--- src/rtl/slave_port_arbiter.sv ---
`timescale 1ns/1ps
// slave_port_arbiter: round-robin owner of a single slave port. Runs one complete
// req/ack/resp transaction at a time, with a bounded wait and timeout error completion.
module slave_port_arbiter #(
    parameter int MASTERS = 4,
    parameter int ADDR_W  = 32,
    parameter int TIMEOUT = 255,
    localparam int GW = $clog2(MASTERS),
    localparam int CW = $clog2(TIMEOUT + 1)
) (
    input  logic                      clk,
    input  logic                      rst,
    input  logic [MASTERS-1:0]        m_req,
    input  logic [MASTERS-1:0]        m_cmd,
    input  logic [MASTERS*ADDR_W-1:0] m_addr,
    input  logic [MASTERS*32-1:0]     m_wdata,
    output logic [MASTERS-1:0]        m_ack,
    output logic [MASTERS-1:0]        m_resp,
    output logic [MASTERS-1:0]        m_err,
    output logic [31:0]               m_rdata,
    output logic                      s_req,
    output logic                      s_cmd,
    output logic [ADDR_W-1:0]         s_addr,
    output logic [31:0]               s_wdata,
    input  logic                      s_ack,
    input  logic                      s_resp,
    input  logic [31:0]               s_rdata,
    output logic                      busy,
    output logic [GW-1:0]             grant_id,
    output logic [1:0]                dbg_state
);

    // Handshake: m_req is a level held stable (with cmd/addr/wdata) until m_ack;
    // every other strobe (s_req, s_ack, s_resp, m_ack, m_resp, m_err) is a one-cycle pulse.
    localparam logic [1:0] ST_IDLE      = 2'd0;
    localparam logic [1:0] ST_WAIT_ACK  = 2'd1;
    localparam logic [1:0] ST_WAIT_RESP = 2'd2;
    localparam logic [1:0] ST_GAP       = 2'd3;

    logic [1:0]         state;
    logic [GW-1:0]      ptr;
    logic [GW-1:0]      winner;
    logic [CW-1:0]      cnt;
    logic [MASTERS-1:0] owner_oh;
    logic               timed_out;

    // Scan offsets from farthest to nearest so the first requester after ptr ends up winning.
    always_comb begin
        winner = ptr;
        for (int i = MASTERS; i >= 1; i--) begin
            if (m_req[GW'(ptr + GW'(i))]) begin
                winner = ptr + GW'(i);
            end
        end
    end

    assign owner_oh  = {{(MASTERS-1){1'b0}}, 1'b1} << grant_id;
    assign timed_out = (cnt == CW'(TIMEOUT));
    assign busy      = (state != ST_IDLE);
    assign dbg_state = state;

    always_ff @(posedge clk) begin
        if (rst) begin
            state    <= ST_IDLE;
            ptr      <= {GW{1'b1}};
            cnt      <= '0;
            grant_id <= '0;
            m_ack    <= '0;
            m_resp   <= '0;
            m_err    <= '0;
            m_rdata  <= '0;
            s_req    <= 1'b0;
            s_cmd    <= 1'b0;
            s_addr   <= '0;
            s_wdata  <= '0;
        end else begin
            m_ack   <= '0;
            m_resp  <= '0;
            m_err   <= '0;
            m_rdata <= '0;
            s_req   <= 1'b0;
            case (state)
                ST_IDLE: begin
                    if (|m_req) begin
                        s_req    <= 1'b1;
                        s_cmd    <= m_cmd[winner];
                        s_addr   <= m_addr[winner*ADDR_W +: ADDR_W];
                        s_wdata  <= m_wdata[winner*32 +: 32];
                        grant_id <= winner;
                        ptr      <= winner;
                        cnt      <= '0;
                        state    <= ST_WAIT_ACK;
                    end
                end
                ST_WAIT_ACK: begin
                    // The expected event beats a timeout landing in the same cycle.
                    if (s_ack) begin
                        m_ack <= owner_oh;
                        if (s_cmd) begin
                            state <= ST_GAP;
                        end else if (s_resp) begin
                            m_resp  <= owner_oh;
                            m_rdata <= s_rdata;
                            state   <= ST_GAP;
                        end else begin
                            cnt   <= '0;
                            state <= ST_WAIT_RESP;
                        end
                    end else if (timed_out) begin
                        m_ack <= owner_oh;
                        m_err <= owner_oh;
                        state <= ST_GAP;
                    end else begin
                        cnt <= cnt + CW'(1);
                    end
                end
                ST_WAIT_RESP: begin
                    if (s_resp) begin
                        m_resp  <= owner_oh;
                        m_rdata <= s_rdata;
                        state   <= ST_GAP;
                    end else if (timed_out) begin
                        m_resp <= owner_oh;
                        m_err  <= owner_oh;
                        state  <= ST_GAP;
                    end else begin
                        cnt <= cnt + CW'(1);
                    end
                end
                ST_GAP: begin
                    // Owner drops m_req here; skipping arbitration keeps it from being re-granted.
                    state <= ST_IDLE;
                end
                default: begin
                    state <= ST_IDLE;
                end
            endcase
        end
    end

endmodule

--- config.mk ---
export PLATFORM = sky130hd
export DESIGN_NAME = slave_port_arbiter
export DESIGN_NICKNAME = d
export VERILOG_FILES = /design/src/rtl/slave_port_arbiter.sv
export SDC_FILE = /design/constraint.sdc
export NUM_CORES = 1
export LEC_CHECK = 0
export ABC_CLOCK_PERIOD_IN_PS = 2050
export CAP_MARGIN = 30
export CORE_AREA = 2 2 160 162
export DETAILED_ROUTE_END_ITERATION = 8
export DIE_AREA = 0 0 162 164
export MAX_ROUTING_LAYER = met4
export SLEW_MARGIN = 15
export SYNTH_ARGS = -nofsm -noshare
export SYNTH_HDL_FRONTEND = slang
export SYNTH_SLANG_ARGS = --single-unit
--- constraint.sdc ---
create_clock -name clk -period 2.05 [get_ports clk]
set_input_delay 0.3075 -clock clk [delete_from_list [all_inputs] [get_ports clk]]
set_output_delay 0.3075 -clock clk [all_outputs]
set_load 0.05 [all_outputs]
Word-level counts from Yosys, hierarchy flattened

Cells that the tools add are included.

Flip-flop bits (word level): 124
Input port bits: 300
Output and inout bits: 115

Add/subtract/negate cells: 4
Magnitude comparators: 4
Equality and inequality tests: 8
Shift-type cells: 3
Muxes and demuxes: 40
Bitwise logic cells: 2
Reductions and logical operators: 8

Operators with widths:

| kind                                                       | count |
|---|---|
| variable part select 128 x 8 -> 32 bit                     | 2 |
| two-way mux 32 bit                                         | 3 |
| case mux 32 bit (2 select lines)                           | 1 |
| two-way mux 8 bit                                          | 6 |
| two-way mux 4 bit                                          | 8 |
| case mux 8 bit (3 select lines)                            | 1 |
| case mux 4 bit (2 select lines)                            | 2 |
| two-way mux 2 bit                                          | 7 |
| less-than comparator 2 x 3 -> 1 bit, second input constant | 4 |
| adder 8 x 1 -> 8 bit, second input constant                | 1 |
| binary-select mux 1 bit (select 2 bit)                     | 4 |
| == test 8 bit, second input constant                       | 1 |
| case mux 2 bit (4 select lines)                            | 1 |
| two-way mux 1 bit                                          | 7 |
| inequality test 3 bit, second input constant               | 2 |
| AND reduction 5 bit                                        | 1 |
| adder 2 bit, second input constant                         | 2 |
| == test 2 bit, second input constant                       | 2 |
| inequality test 2 bit, second input constant               | 2 |
| OR reduction 2 bit                                         | 2 |
| OR reduction 4 bit                                         | 1 |
| left shift 1 x 2 -> 4 bit, first input constant            | 1 |
| nonzero test 3 bit                                         | 1 |
| adder 2 x 1 -> 2 bit, second input constant                | 1 |
| other kinds (5)                                            | 6 |

Depth between registers and ports, before layout

Gate-level depths: netlist of run 1.

Depth after elaboration: 8
Depth in mapped cells: 9

Worst setup path after synthesis of run 1

Ideal clock, no wire load.

Path type: reg2reg
Start point: register state[0] (netlist: dbg_state[0])
End point: register s_cmd
Setup time: 79 ps
Arrival time: 2242 ps
Required time: 1971 ps
Slack: -270 ps
Cell stages (with the launch flop): 10
Buffers on the path: 2
Clock period less this slack: 2320 ps
Path through: dfxtp_1 > inv_1 > ha_1 > inv_1 > nor2_1 > nor2_1 > buf_2 > buf_2 > nand2_1 > o221ai_2

Longest elaborated chain between the ends: 2

Ends and longest elaborated chain:

| item                          | line | source |
|---|---|---|
| start: declaration            | 40   | `logic [1:0] state;` |
| start signal: assignment      | 64   | `state <= ST_IDLE;` |
| start signal: assignment      | 92   | `state <= ST_WAIT_ACK;` |
| start signal: assignment      | 100  | `state <= ST_GAP;` |
| logical NOT 2 bit             | 82   | `case (state)` |
| AND reduction 2 bit (no line) | --   |  |
| end signal: assignment        | 86   | `s_cmd <= m_cmd[winner];` |
| end: declaration              | 22   | `output logic s_cmd,` |

Every way passes these cells.
A chain may end at the register's enable or synchronous reset.

Final worst setup path of run 1

Start point: register s_wdata[6]
End point: output s_wdata[6]

RTL lines:

| item                     | line | source |
|---|---|---|
| start: declaration       | 24   | `output logic [31:0] s_wdata,` |
| start signal: assignment | 88   | `s_wdata <= m_wdata[winner*32 +: 32];` |

No word-level cell between the ends.

==> flow_summary.yaml, run 1 <==
clock_tree:
  ctsRootBufferMaster: "sky130_fd_sc_hd__clkbuf_16"
  clkSlewWorstSetupHoldPaths_ns: 0.07
  clockBufferDepth: 2
  cts.htree.levels: 4
  cts_inserted_buffers: 17
  tritoncts: "built"
  clock_sink_count: 124
  clock_latency_ns: 0.42
drt:
  wirelength_mm: 25.0
  drcViolationCount: 0
  detailedRoute.firstIterationViolations: 213
  antenna_left: 0
  avgViaCountPerCell: 4.44
  vias: 6020
  detail_route.wl_per_cell_um: 18.4
  detailedRoute.firstPassIterationCount: 4
power_and_ir_drop:
  peak_ir_drop_on_the_vdd_network_mv: 0.590
  leakage_nw: 4.64
  cellPowerDensity_nw_per_um2: 1080
logic_synthesis:
  synth_largest_area_cell: "sky130_fd_sc_hd__dfxtp_1"
  yosys_register_bits: 124
  synthCells: 574
  synth_top_cell_area_share_pct: 38.9
  synth.net_count: 880
  synth-warning-count: 0
  synthesis.area_per_instance_um2: 11.1
  synth_sequential_area_ratio_pct: 38.9
  synth.most_common_cell: "sky130_fd_sc_hd__mux2i_1"
  synthesis.area_um2: 6380
  synth_edf_count: 0
  synth.distinct_cells: 50
  synth_async_reset_ratio_pct: 0
  dominantRegCellSynth: "sky130_fd_sc_hd__dfxtp_1"
  post_synth_most_frequent_cells: "129 x sky130_fd_sc_hd__mux2i_1, 124 x sky130_fd_sc_hd__dfxtp_1, 77 x sky130_fd_sc_hd__nand2_1"
  post_synth_main_area_contributors: "sky130_fd_sc_hd__dfxtp_1 39%, sky130_fd_sc_hd__mux2i_1 20%, sky130_fd_sc_hd__o221ai_2 15%"
floorplan:
  floorplan.die.height_um: 164
  placeableCoreArea_um2: 24800
  die_w_um: 162
  start_util_pct: 25.7
  design.die.area_um2: 26600
  placement_rows: 58
  ios: 415
final_layout:
  layout.filler_cells: 2369
  post_route_cells_drive_above_1_share_pct: 16.5
  num_antenna_cells: 0
  flow.area_growth_from_synthesis_pct: 82.4
  layout.cells.non_filler: 1356
  num-nets-final: 1319
  postLayoutCellArea_um2: 11600
global_routing:
  initial_antenna_violation_count: 0
  met2_usage_pct: 30.5
  grt.met3_usage_pct: 5.73
  maximum_number_of_pins_on_one_net_before_global_route_repair: 34
  grt.met1_usage_pct: 22.6
  gr-total-overflow: 0
  grt_pass1_vias: 6242
  track_usage_pct: 18.8
  global_route_wire_length_before_repair_mm: 36.8
  grt_busiest_layer: "met2"
worst_setup_path:
  crit_path_start: "s_wdata[6]"
  start_kind: "flop"
  timing.critical_path.required_ns: 1.74
  worst_ep_arrival_time_ns: 1.67
  path_buf_inv: 1
  worst_path_dominant_cell_family: "buffers and inverters"
  critical_path.max_stage_delay_ns: 0.85
  critPathSlowestCell: "sky130_fd_sc_hd__clkdlybuf4s50_1"
  critical_path.cell_chain: "clkdlybuf4s50_1"
  criticalPathCategory: "flop to output pin"
  r2r_start: "dbg_state[0]"
  worstPathMaxFanout: 2
  setup.worst_path.end_class: "output pin"
job:
  max_cap_violations: 0
timing:
  finalSetupViolations: 0
  tns_ns: 0
  finalClockSkew_ns: 0.0101
  finalCritPeriodShare_pct: 96.3
  grt_setup_unrepaired: "false"
  layout_min_cycle_time_ns: 1.97
  timing.final.max_slew_violations: 0
  relSlewSlack_pct: 61.3
  worst_case_hold_slack_ns: 0.442
  final_hold_viol_count: 0
  max_slew.worst_pin.slew_ns: 0.579
  setup_ws_ns: 0.0751
  maxClockFrequency_mhz: 506
min_path:
  min_from: "s_rdata[13]"
  hold_path_class: "input pin to flop"
placed_design:
  gp_congestion: 0.816
  dp_slack_ns: -0.357
  numPlacedInstances: 1324
  dpl.hpwl_mm: 19.3
  placed_cell_area_um2: 11000
  portbufs: 414
outcome:
  run_status: "completed"
## area by class of cell
class | count | area [um2] | share of cell area, %
repair buffers | 459 | 4600 | 39.5
inverters | 7 | 30.0 | 0.258
clock inverters | 15 | 199 | 1.71
flip-flops and latches | 124 | 2490 | 21.4
clock buffers | 17 | 425 | 3.66
multi-input cells | 404 | 3480 | 29.9
well taps | 330 | 413 | 3.55
## placed cells by master (no fill, tap or decap), types with 3 or more instances in the layout
cell type                         count
sky130_fd_sc_hd__buf_12              11
sky130_fd_sc_hd__dfxtp_1            122
sky130_fd_sc_hd__inv_6                5
sky130_fd_sc_hd__nand2_1             77
sky130_fd_sc_hd__xor2_1               4
sky130_fd_sc_hd__clkdlybuf4s50_1    405
sky130_fd_sc_hd__nor2b_1              5
sky130_fd_sc_hd__o21bai_1             3
sky130_fd_sc_hd__inv_8                3
sky130_fd_sc_hd__nor3_1               8
sky130_fd_sc_hd__inv_1                6
sky130_fd_sc_hd__bufinv_16            3
sky130_fd_sc_hd__ha_1                 6
sky130_fd_sc_hd__a21oi_1              4
sky130_fd_sc_hd__a211oi_1             5
sky130_fd_sc_hd__nand3_1              6
sky130_fd_sc_hd__clkbuf_16           17
sky130_fd_sc_hd__and2_1              34
sky130_fd_sc_hd__o21ai_0              6
sky130_fd_sc_hd__o221ai_2            64
sky130_fd_sc_hd__mux2i_1            128
sky130_fd_sc_hd__buf_4               41
sky130_fd_sc_hd__clkinvlp_4           4
sky130_fd_sc_hd__nor2_1              19
## power by group
part / total (mW) / switching (mW) / internal [mW]
logic: 6.11 / 3.54 / 2.56
registers: 3.21 / 0.305 / 2.91
clock network: 3.25 / 1.29 / 1.96
## final timing paths
path         cells past startpoint  slack (ns)          end
min reg2reg                      2        0.46  s_wdata[20]
max reg2reg                      8        0.13       cnt[0]
max                              1        0.08   s_wdata[6]
min                              2        0.44  m_rdata[13]
## timing repair
action                                 CTS  global route
endpoints found under the hold margin    0             0
setup endpoints to repair                2             1
setup buffers                            0             0
resized for setup                        2             1
hold buffers                             0             0
## state kept, by name, summed over array words and instances (netlist names)
register / count
cnt: 8
dbg_state: 2
grant_id: 2
m_ack: 4
m_err: 4
m_rdata: 32
m_resp: 4
ptr: 2
s_addr: 32
s_cmd: 1
s_req: 1
s_wdata: 32
## logic make-up (layout without fill, tap and decap cells)
kind of cell               count (synthesis)  in the layout  synth area share (%)
adders and majority gates                  6              6                  1.18
DFF                                      124            124                  38.9
AOI/OAI and AO/OA                         95             95                  18.8
buffers and inverters                     46            498                  6.97
muxes                                    129            129                  20.3
xor gates and xnor gates                   4              4                 0.549
and+or+nand+nor                          170            170                  13.4
## per-layer routing
layer | wire length, um | share of wire (%)
met5 | 0 | 0
met4 | 444 | 1.8
met3 | 2010 | 8.1
met2 | 12000 | 48
met1 | 10600 | 42
## metrics by stage
| stage | power [mW] | utilization, % |
|---|---|---|
| final | 12.6 | 46.9 |
| after CTS | 12.8 | 46.8 |
| after global routing | 13.1 | 46.9 |
| after detailed placement | 9.42 | 44.3 |
| after floorplan | 7.28 | - |
| after global placement | 9.40 | 44.3 |
Power figures use the tool's default switching activity.
==> inputs of run 2 (changes only) <==
CTS_CLUSTER_DIAMETER = 30   (was not set)
==> results of run 2 <==
The final DEF is identical to that of run 1; final timing and power are the same.
==> inputs of run 3 (changes only) <==
SLEW_MARGIN = 25   (was 15)
==> results of run 3 <==
The final DEF is identical to that of run 1; final timing and power are the same.
